File: config.mk
export PLATFORM = sky130hd
export DESIGN_NAME = channel_dispatch
export DESIGN_NICKNAME = d
export VERILOG_FILES = /design/src/rtl/channel_dispatch.sv
export SDC_FILE = /design/constraint.sdc
export NUM_CORES = 1
export LEC_CHECK = 0
export ABC_AREA = 0
export CORE_MARGIN = 4
export CORE_UTILIZATION = 35
export DETAILED_ROUTE_END_ITERATION = 12
export DONT_BUFFER_PORTS = 1
export PLACE_DENSITY_LB_ADDON = 0.3
export RECOVER_POWER = 50
export SLEW_MARGIN = 20
export SYNTH_ARGS = -nofsm -noshare
export SYNTH_HDL_FRONTEND = slang
export SYNTH_SLANG_ARGS = --single-unit
File: constraint.sdc
create_clock -name clk -period 5.6 [get_ports clk]
set_input_delay 0.84 -clock clk [delete_from_list [all_inputs] [get_ports clk]]
set_output_delay 0.84 -clock clk [all_outputs]
set_load 0.1 [all_outputs]
File: src/rtl/channel_dispatch.sv
// channel_dispatch
// Steers one thread word per cycle into whichever downstream channel reports
// the lowest estimated wait latency, breaking ties round-robin. A one-entry
// holding register sits between the upstream and downstream handshakes.
//
// Ports:
//   clk, rst        clock, asynchronous active-high reset
//   in_valid/ready  upstream handshake, in_data = {pc, cc_id}
//   in_latency      estimated wait for a thread accepted this cycle
//   out_valid       one-hot valid toward the chosen channel
//   out_ready       per-channel ready
//   out_data        held thread word, broadcast to all channels
//   out_latency     per-channel latency estimates, channel i at slice i
//   dispatch_count  per-channel delivered-thread counters, channel i at slice i
module channel_dispatch #(
  parameter int PC_WIDTH             = 8,
  parameter int CC_ID_BITS           = 2,
  parameter int N_CHANNELS           = 2,
  parameter int LATENCY_COUNT_WIDTH  = 10,
  parameter int DISPATCH_COUNT_WIDTH = 16
) (
  input  logic                                       clk,
  input  logic                                       rst,
  input  logic                                       in_valid,
  output logic                                       in_ready,
  input  logic [PC_WIDTH+CC_ID_BITS-1:0]             in_data,
  output logic [LATENCY_COUNT_WIDTH-1:0]             in_latency,
  output logic [N_CHANNELS-1:0]                      out_valid,
  input  logic [N_CHANNELS-1:0]                      out_ready,
  output logic [PC_WIDTH+CC_ID_BITS-1:0]             out_data,
  input  logic [N_CHANNELS*LATENCY_COUNT_WIDTH-1:0]  out_latency,
  output logic [N_CHANNELS*DISPATCH_COUNT_WIDTH-1:0] dispatch_count
);

  localparam int DW = PC_WIDTH + CC_ID_BITS;
  localparam int LW = LATENCY_COUNT_WIDTH;
  localparam int CW = DISPATCH_COUNT_WIDTH;
  localparam int IW = (N_CHANNELS > 1) ? $clog2(N_CHANNELS) : 1;

  typedef enum logic {EMPTY = 1'b0, FULL = 1'b1} state_t;

  state_t          state;
  logic [DW-1:0]   hold_data;
  logic [IW-1:0]   hold_dest;
  logic [IW-1:0]   rr_ptr;
  logic [IW-1:0]   sel_next;
  logic [IW-1:0]   rr_next;
  logic [LW-1:0]   lat [N_CHANNELS];
  logic [LW-1:0]   min_lat;
  logic            out_transfer;
  logic            stalled;
  logic            accept;

  genvar gi;
  generate
    for (gi = 0; gi < N_CHANNELS; gi++) begin : g_chan
      logic [CW-1:0] count_reg;

      assign lat[gi]       = out_latency[gi*LW +: LW];
      assign out_valid[gi] = (state == FULL) && (hold_dest == IW'(gi));
      assign dispatch_count[gi*CW +: CW] = count_reg;

      // Counter wraps naturally at all-ones.
      always_ff @(posedge clk or posedge rst) begin
        if (rst) begin
          count_reg <= '0;
        end else if (out_transfer && (hold_dest == IW'(gi))) begin
          count_reg <= count_reg + 1'b1;
        end
      end
    end
  endgenerate

  assign out_data     = hold_data;
  assign out_transfer = (state == FULL) && out_ready[hold_dest];
  assign stalled      = (state == FULL) && !out_transfer;
  assign in_ready     = (state == EMPTY) || out_transfer;
  assign accept       = in_valid && in_ready;

  always_comb begin
    min_lat = lat[0];
    for (int i = 1; i < N_CHANNELS; i++) begin
      if (lat[i] < min_lat) min_lat = lat[i];
    end
  end

  // Scan cyclically from rr_ptr; the first channel at the minimum wins the tie.
  always_comb begin
    logic found;
    int   idx;
    sel_next = '0;
    found    = 1'b0;
    for (int k = 0; k < N_CHANNELS; k++) begin
      idx = int'(rr_ptr) + k;
      if (idx >= N_CHANNELS) idx = idx - N_CHANNELS;
      if (!found && (lat[idx] == min_lat)) begin
        sel_next = IW'(idx);
        found    = 1'b1;
      end
    end
  end

  assign rr_next = (sel_next == IW'(N_CHANNELS - 1)) ? '0 : sel_next + 1'b1;

  // A stalled holding register adds one slot of wait ahead of a new thread.
  always_comb begin
    in_latency = min_lat;
    if (stalled && (min_lat != {LW{1'b1}})) in_latency = min_lat + 1'b1;
  end

  always_ff @(posedge clk or posedge rst) begin
    if (rst) begin
      state     <= EMPTY;
      hold_data <= '0;
      hold_dest <= '0;
      rr_ptr    <= '0;
    end else begin
      if (accept) begin
        state     <= FULL;
        hold_data <= in_data;
        hold_dest <= sel_next;
        rr_ptr    <= rr_next;
      end else if (out_transfer) begin
        state <= EMPTY;
      end
    end
  end

endmodule

==> flow_summary.toml, run 1 <==
[cells_and_area]
drive_gt1_share_pct = 14.6
fillers = 772
stdcell_count = 389
syn_to_final_growth_pct = 9.92
largest_reg_flops = 32
fin_util_pct = 39.3
insertedDiodeCount = 0
final_net_count = 332

[clock_tree]
max-clock-path-buffers = 2
cts_root_buf = "clkbuf_8"
clk_latency_ps = 290
h-tree-depth = 2
cts_hold_buf = 0
clk_pin_slew_ps = 80
cts_made_buffers = 5
cts-resized-gates = 0
cts_tree = "yes"
postCtsSetupRepairBufs = 0
cts_sinks = 45

[setup_path]
rrSetupSlack_ps = 2870
crit_path_start_kind = "primary input"
critPathRequiredTime_ps = 4760
worstPathMaxFanout = 15
end_kind = "output pin"
r2r-start = "state"
cp_data_arrival_time_ps = 3240
setup.worst_path.start = "out_latency[8]"
path_class = "primary input to output pin"

[synthesis]
yosysTopAreaCellShare_pct = 40.9
yosys_warnings = 0
synth_top_cells_by_count = "45 x dfrtp_1, 25 x nand2_1, 24 x xnor2_1"
syn_avg_cell_area_um2 = 9.89
synth.most_common_cell = "dfrtp_1"
synthCells = 278
ys_ff_latch = 45
async_flop_share_pct = 100
ys_top_cells_by_area = "dfrtp_1 41%, xnor2_1 7.6%, xor2_1 6.4%"
synth_area_um2 = 2750
synth_area_leader_cell = "dfrtp_1"
synth_edf_count = 0
synth_cell_types = 46
seq_area_frac_synth_pct = 40.9
synthFlopType = "dfrtp_1"
synth_fp_nets = 324

[power_and_ir_drop]
powerDensity_nw_per_um2 = 437
power.static_leakage_nw = 1.32
ir_drop_mv = 0.125
total_power_mw = 1.32

[drt]
first_pass_iters = 4
vias_per_cell = 5.24
drtAntennaViolNets = 0
vias = 2039
drt_iter0_markers = 66
wl_per_cell_um = 15.8
wl_um = 6160
drc_errors = 0

[global_route]
grt.overflow.total = 0
grt_pass1_wl_um = 10500
grt_pass1_vias = 2006
grt_usage_pct = 13.4
antenna_found_initial = 0
grt_max_degree = 46

[timing]
tns_ps = 0
rsz0062_at_grt = "no"
worstMarginPinSlew_ps = 2350
setup_slack_ps = 1520
finalHoldViolCount = 0
min_period_over_period_pct = 72.9
fin_crit_ps = 4080
relSlewSlack_pct = -56.9
slew_viol_final = 46
finalSetupViolCount = 0
fmax_mhz = 245
final.setup_skew_ps = 6.98

[placement]
post-dp-hpwl_um = 4880
io_buffers = 0
placed_cells = 381
place_ws_ps = 1350
place.gp.congestion = 0.872

[floorplan]
fp.dieW_um = 96.6
pin_count = 90
rows = 32
core_area_um2 = 7690
die_area_um2 = 9340
start_util_pct = 35.8
fp.dieH_um = 96.6

[flow_run]
cap_violations = 1

[status]
outcome = "complete, but fails checks"
violations = "capacitance limit, slew limit"

[hold_path]
hold_path.class = "register to register"
## logic make-up (layout without fill, tap and decap cells)
logic type | after synthesis | after routing | share of synthesized area (%)
AND/OR/NAND/NOR | 101 | 101 | 19.9
flip-flops | 45 | 45 | 40.9
XOR/XNOR | 44 | 44 | 14.0
AO/OA/AOI/OAI | 35 | 35 | 7.69
multiplexers | 22 | 22 | 8.64
buffers and inverters | 20 | 29 | 3.82
adder cells (fa/ha/maj) | 11 | 11 | 5.00
## power breakdown
part | leakage [nW] | switching, mW | internal [mW]
sequential | 0.571 | 0.457 | 0.370
combinational | 0.705 | 0.203 | 0.0921
clock | 0.0445 | 0.110 | 0.0885
total | 1.32 | 0.770 | 0.551
## cell usage in the layout, fill, tap and decap left out, types with 2 or more instances in the layout
master | netlist | layout
a21oi_2 | 1 | 2
nand3_1 | 14 | 14
ha_1 | 11 | 11
xnor2_1 | 24 | 24
o211ai_1 | 2 | 2
and3_1 | 8 | 8
nand2b_1 | 3 | 3
nor3_1 | 3 | 3
o21ai_0 | 11 | 9
inv_1 | 13 | 13
mux2_2 | 6 | 6
clkbuf_8 | 0 | 5
mux2i_2 | 0 | 2
nor2_1 | 18 | 18
a21oi_1 | 8 | 6
o21ai_2 | 0 | 3
nor4_1 | 3 | 3
mux2i_1 | 8 | 6
nand2_1 | 25 | 25
xor2_1 | 20 | 20
and2_1 | 4 | 4
dfrtp_1 | 45 | 45
nor2_2 | 3 | 3
buf_4 | 2 | 6
nand4_1 | 9 | 10
a31oi_1 | 5 | 4
mux2_1 | 8 | 8
## worst paths after layout
check | to | cells past startpoint
max in group asynchronous | g_chan[1].count_reg[4] | 2
hold / removal | register | 2
hold reg to reg | register | 2
min in group asynchronous | out_data[0] | 2
setup / recovery | in_latency[0] | 10
setup reg to reg | g_chan[0].count_reg[14] | 6
## worst max-delay path, stage by stage
cell and delay, ps:
inv_1 20, ha_1 310, a21oi_1 160, nand2_1 70, a221o_1 350, a31oi_2 370, buf_4 340, mux2_2 370
a21oi_2 100, buf_4 310
## area by class of cell
type,instances,area (um^2),area share (%)
clock inverter,3,21.3,0.704
clock buffer,5,68.8,2.28
sequential,45,1130,37.3
inverter,14,52.6,1.74
timing repair buffer,7,48.8,1.61
tap,102,128,4.22
multi-input combinational,213,1580,52.2
## stage by stage
step | hold slack, ps | area (um^2)
after detailed placement | 523 | 2940
after global routing | 611 | 3020
after floorplan | 486 | 2750
after global placement | 527 | 2940
after CTS | 549 | 3030
final | 548 | 3020
## metal layers
metal,GRT usage (%),share of wire (%),wire length [um]
met1,16.7,43,2630
met2,21.7,47,2910
met3,4.97,8.8,544
met4,4.10,1.1,69
met5,0,0,0
Power figures use the tool's default switching activity.
==> run 2, diff against run 1 <==
- clock period: 5.6 -> 3.6 ns (I/O delays scaled with it)
==> run 2 against run 1 <==
Net effect:
- the flow still finishes with violations (capacitance limit, slew limit)
- register-to-register slack got worse by 1900 ps
- count of clock-buffer cells in the layout unchanged
- via count is 2.9% higher
- clock power up 58%
- die area did not move
- sequential power increased by 5.2%
- power grew 60%
- utilization up 1.9 points
==> flow_summary.toml, run 2 (synthesis results as in run 1) <==
[drt]
wl_met3_um = 694
wl_met1_um = 2520
first_pass_iters = 4
drc_errors = 0
wl_per_cell_um = 15.1
maxUsedRoutingLayer = "met4"
dr_wl_met2_um = 2910
drt_iter0_markers = 52
wl_um = 6270
vias_per_cell = 5.06
vias = 2099
drtAntennaViolNets = 0

[setup_path]
crit_path_start_kind = "primary input"
r2r_cells = 6
critPathRequiredTime_ps = 3060
end_kind = "output pin"
cp_data_arrival_time_ps = 2630
path_class = "primary input to output pin"
worstPathMaxFanout = 15

[global_route]
grt_pass1_vias = 2098
grt_pass1_wl_um = 10400
grt.overflow.total = 0
antenna_found_initial = 0
grt_usage_pct = 13.4
grt_max_degree = 46

[timing]
final.setup_skew_ps = 8.70
min_period_over_period_pct = 88.1
relSlewSlack_pct = -58.3
finalSetupViolCount = 0
finalHoldViolCount = 0
fin_crit_ps = 3170
fmax_mhz = 315
rsz0062_at_grt = "no"
tns_ps = 0
worstMarginPinSlew_ps = 2370
whs_ps = 327
slew_viol_final = 46

[cells_and_area]
layout_commonest_cell = "dfrtp_1"
fin_util_pct = 41.2
insertedDiodeCount = 0
final_cell_mix = "45 x dfrtp_1, 25 x nand2_1, 24 x xnor2_1"
largest_reg_flops = 32
drive_gt1_share_pct = 16.0
final_net_count = 358
syn_to_final_growth_pct = 15.3

[status]
outcome = "complete, but fails checks"
violations = "capacitance limit, slew limit"

[clock_tree]
cts_made_buffers = 5
clk_latency_ps = 300
postCtsSetupRepairBufs = 0
cts_hold_buf = 0
cts_tree = "yes"
h-tree-depth = 2
cts_sinks = 45
cts-resized-gates = 0
cts_root_buf = "clkbuf_8"
max-clock-path-buffers = 2
clk_pin_slew_ps = 90

[floorplan]
pin_count = 90
rows = 32
core_area_um2 = 7690
die_area_um2 = 9340
fp.dieH_um = 96.6
fp.dieW_um = 96.6
start_util_pct = 35.8

[power_and_ir_drop]
powerDensity_nw_per_um2 = 669
switching_share_pct = 57.3
p_seq_share_pct = 41.1
clkPwrFrac_pct = 14.7
ir_drop_mv = 0.329
power.static_leakage_nw = 1.40
p_sw_mw = 1.21
power_frac_comb_pct = 44.2
p_int_mw = 0.906

[flow_run]
cap_violations = 1

[placement]
post-dp-hpwl_um = 5040
place.gp.congestion = 0.846
io_buffers = 0

[hold_path]
hold_path.class = "primary input to register"
min_path_cells = 1
-- run 2: power groups by stage --
stage          Clock, mW  Combinational (mW)  Sequential, mW
3_5_place_dp           0               0.989           0.886
4_1_cts            0.326               0.991           0.876
2_1_floorplan          0               0.402            1.27
3_3_place_gp           0               0.979           0.881
5_1_grt            0.352               0.986           0.884
6_report           0.312               0.938           0.871
-- run 2: per-stage QoR --
step                setup slack [ps]  instances  power, mW  area (um^2)
detailed placement               418        407       1.88         3160
finish                           428        415       2.12         3170
global placement                 455        407       1.86         3160
global route                     244        415       2.22         3170
CTS                              406        415       2.19         3250
floorplan                       -832        278       1.67         2760
-- run 2: cell type report --
type	count	area, um^2
Fill cell	759	4520
Multi-Input combinational cell	213	1580
Sequential cell	45	1130
Timing Repair Buffer	33	198
Tap cell	102	128
Clock buffer	5	68.8
Inverter	14	52.6
Clock inverter	3	21.3
-- run 2: worst max-delay path: stages --
cell and delay, ps:
inv_1 20, ha_1 310, a21oi_1 150, nand2_1 70, a221o_1 350, a31oi_2 370
buf_12 220, o21ai_0 160, o32ai_4 110, buf_4 320
-- run 2: path summary, 6_finish.rpt --
check / start / to / slack, ps
min: in_valid / hold_dest / 330
max in group asynchronous: rst / g_chan[0].count_reg[5] / 1240
max reg2reg: g_chan[1].count_reg[5] / g_chan[1].count_reg[12] / 930
min reg2reg: register / register / 560
min in group asynchronous: rst / out_data[1] / 1000
max: out_latency[8] / in_latency[1] / 430
-- run 2: routing by layer --
metal | global-route usage, % | vias up
met3 | 6.13 | 12
met2 | 22.0 | 87
li1 | - | 1030
met5 | 0 | -
met1 | 15.0 | 970
met4 | 5.40 | 0
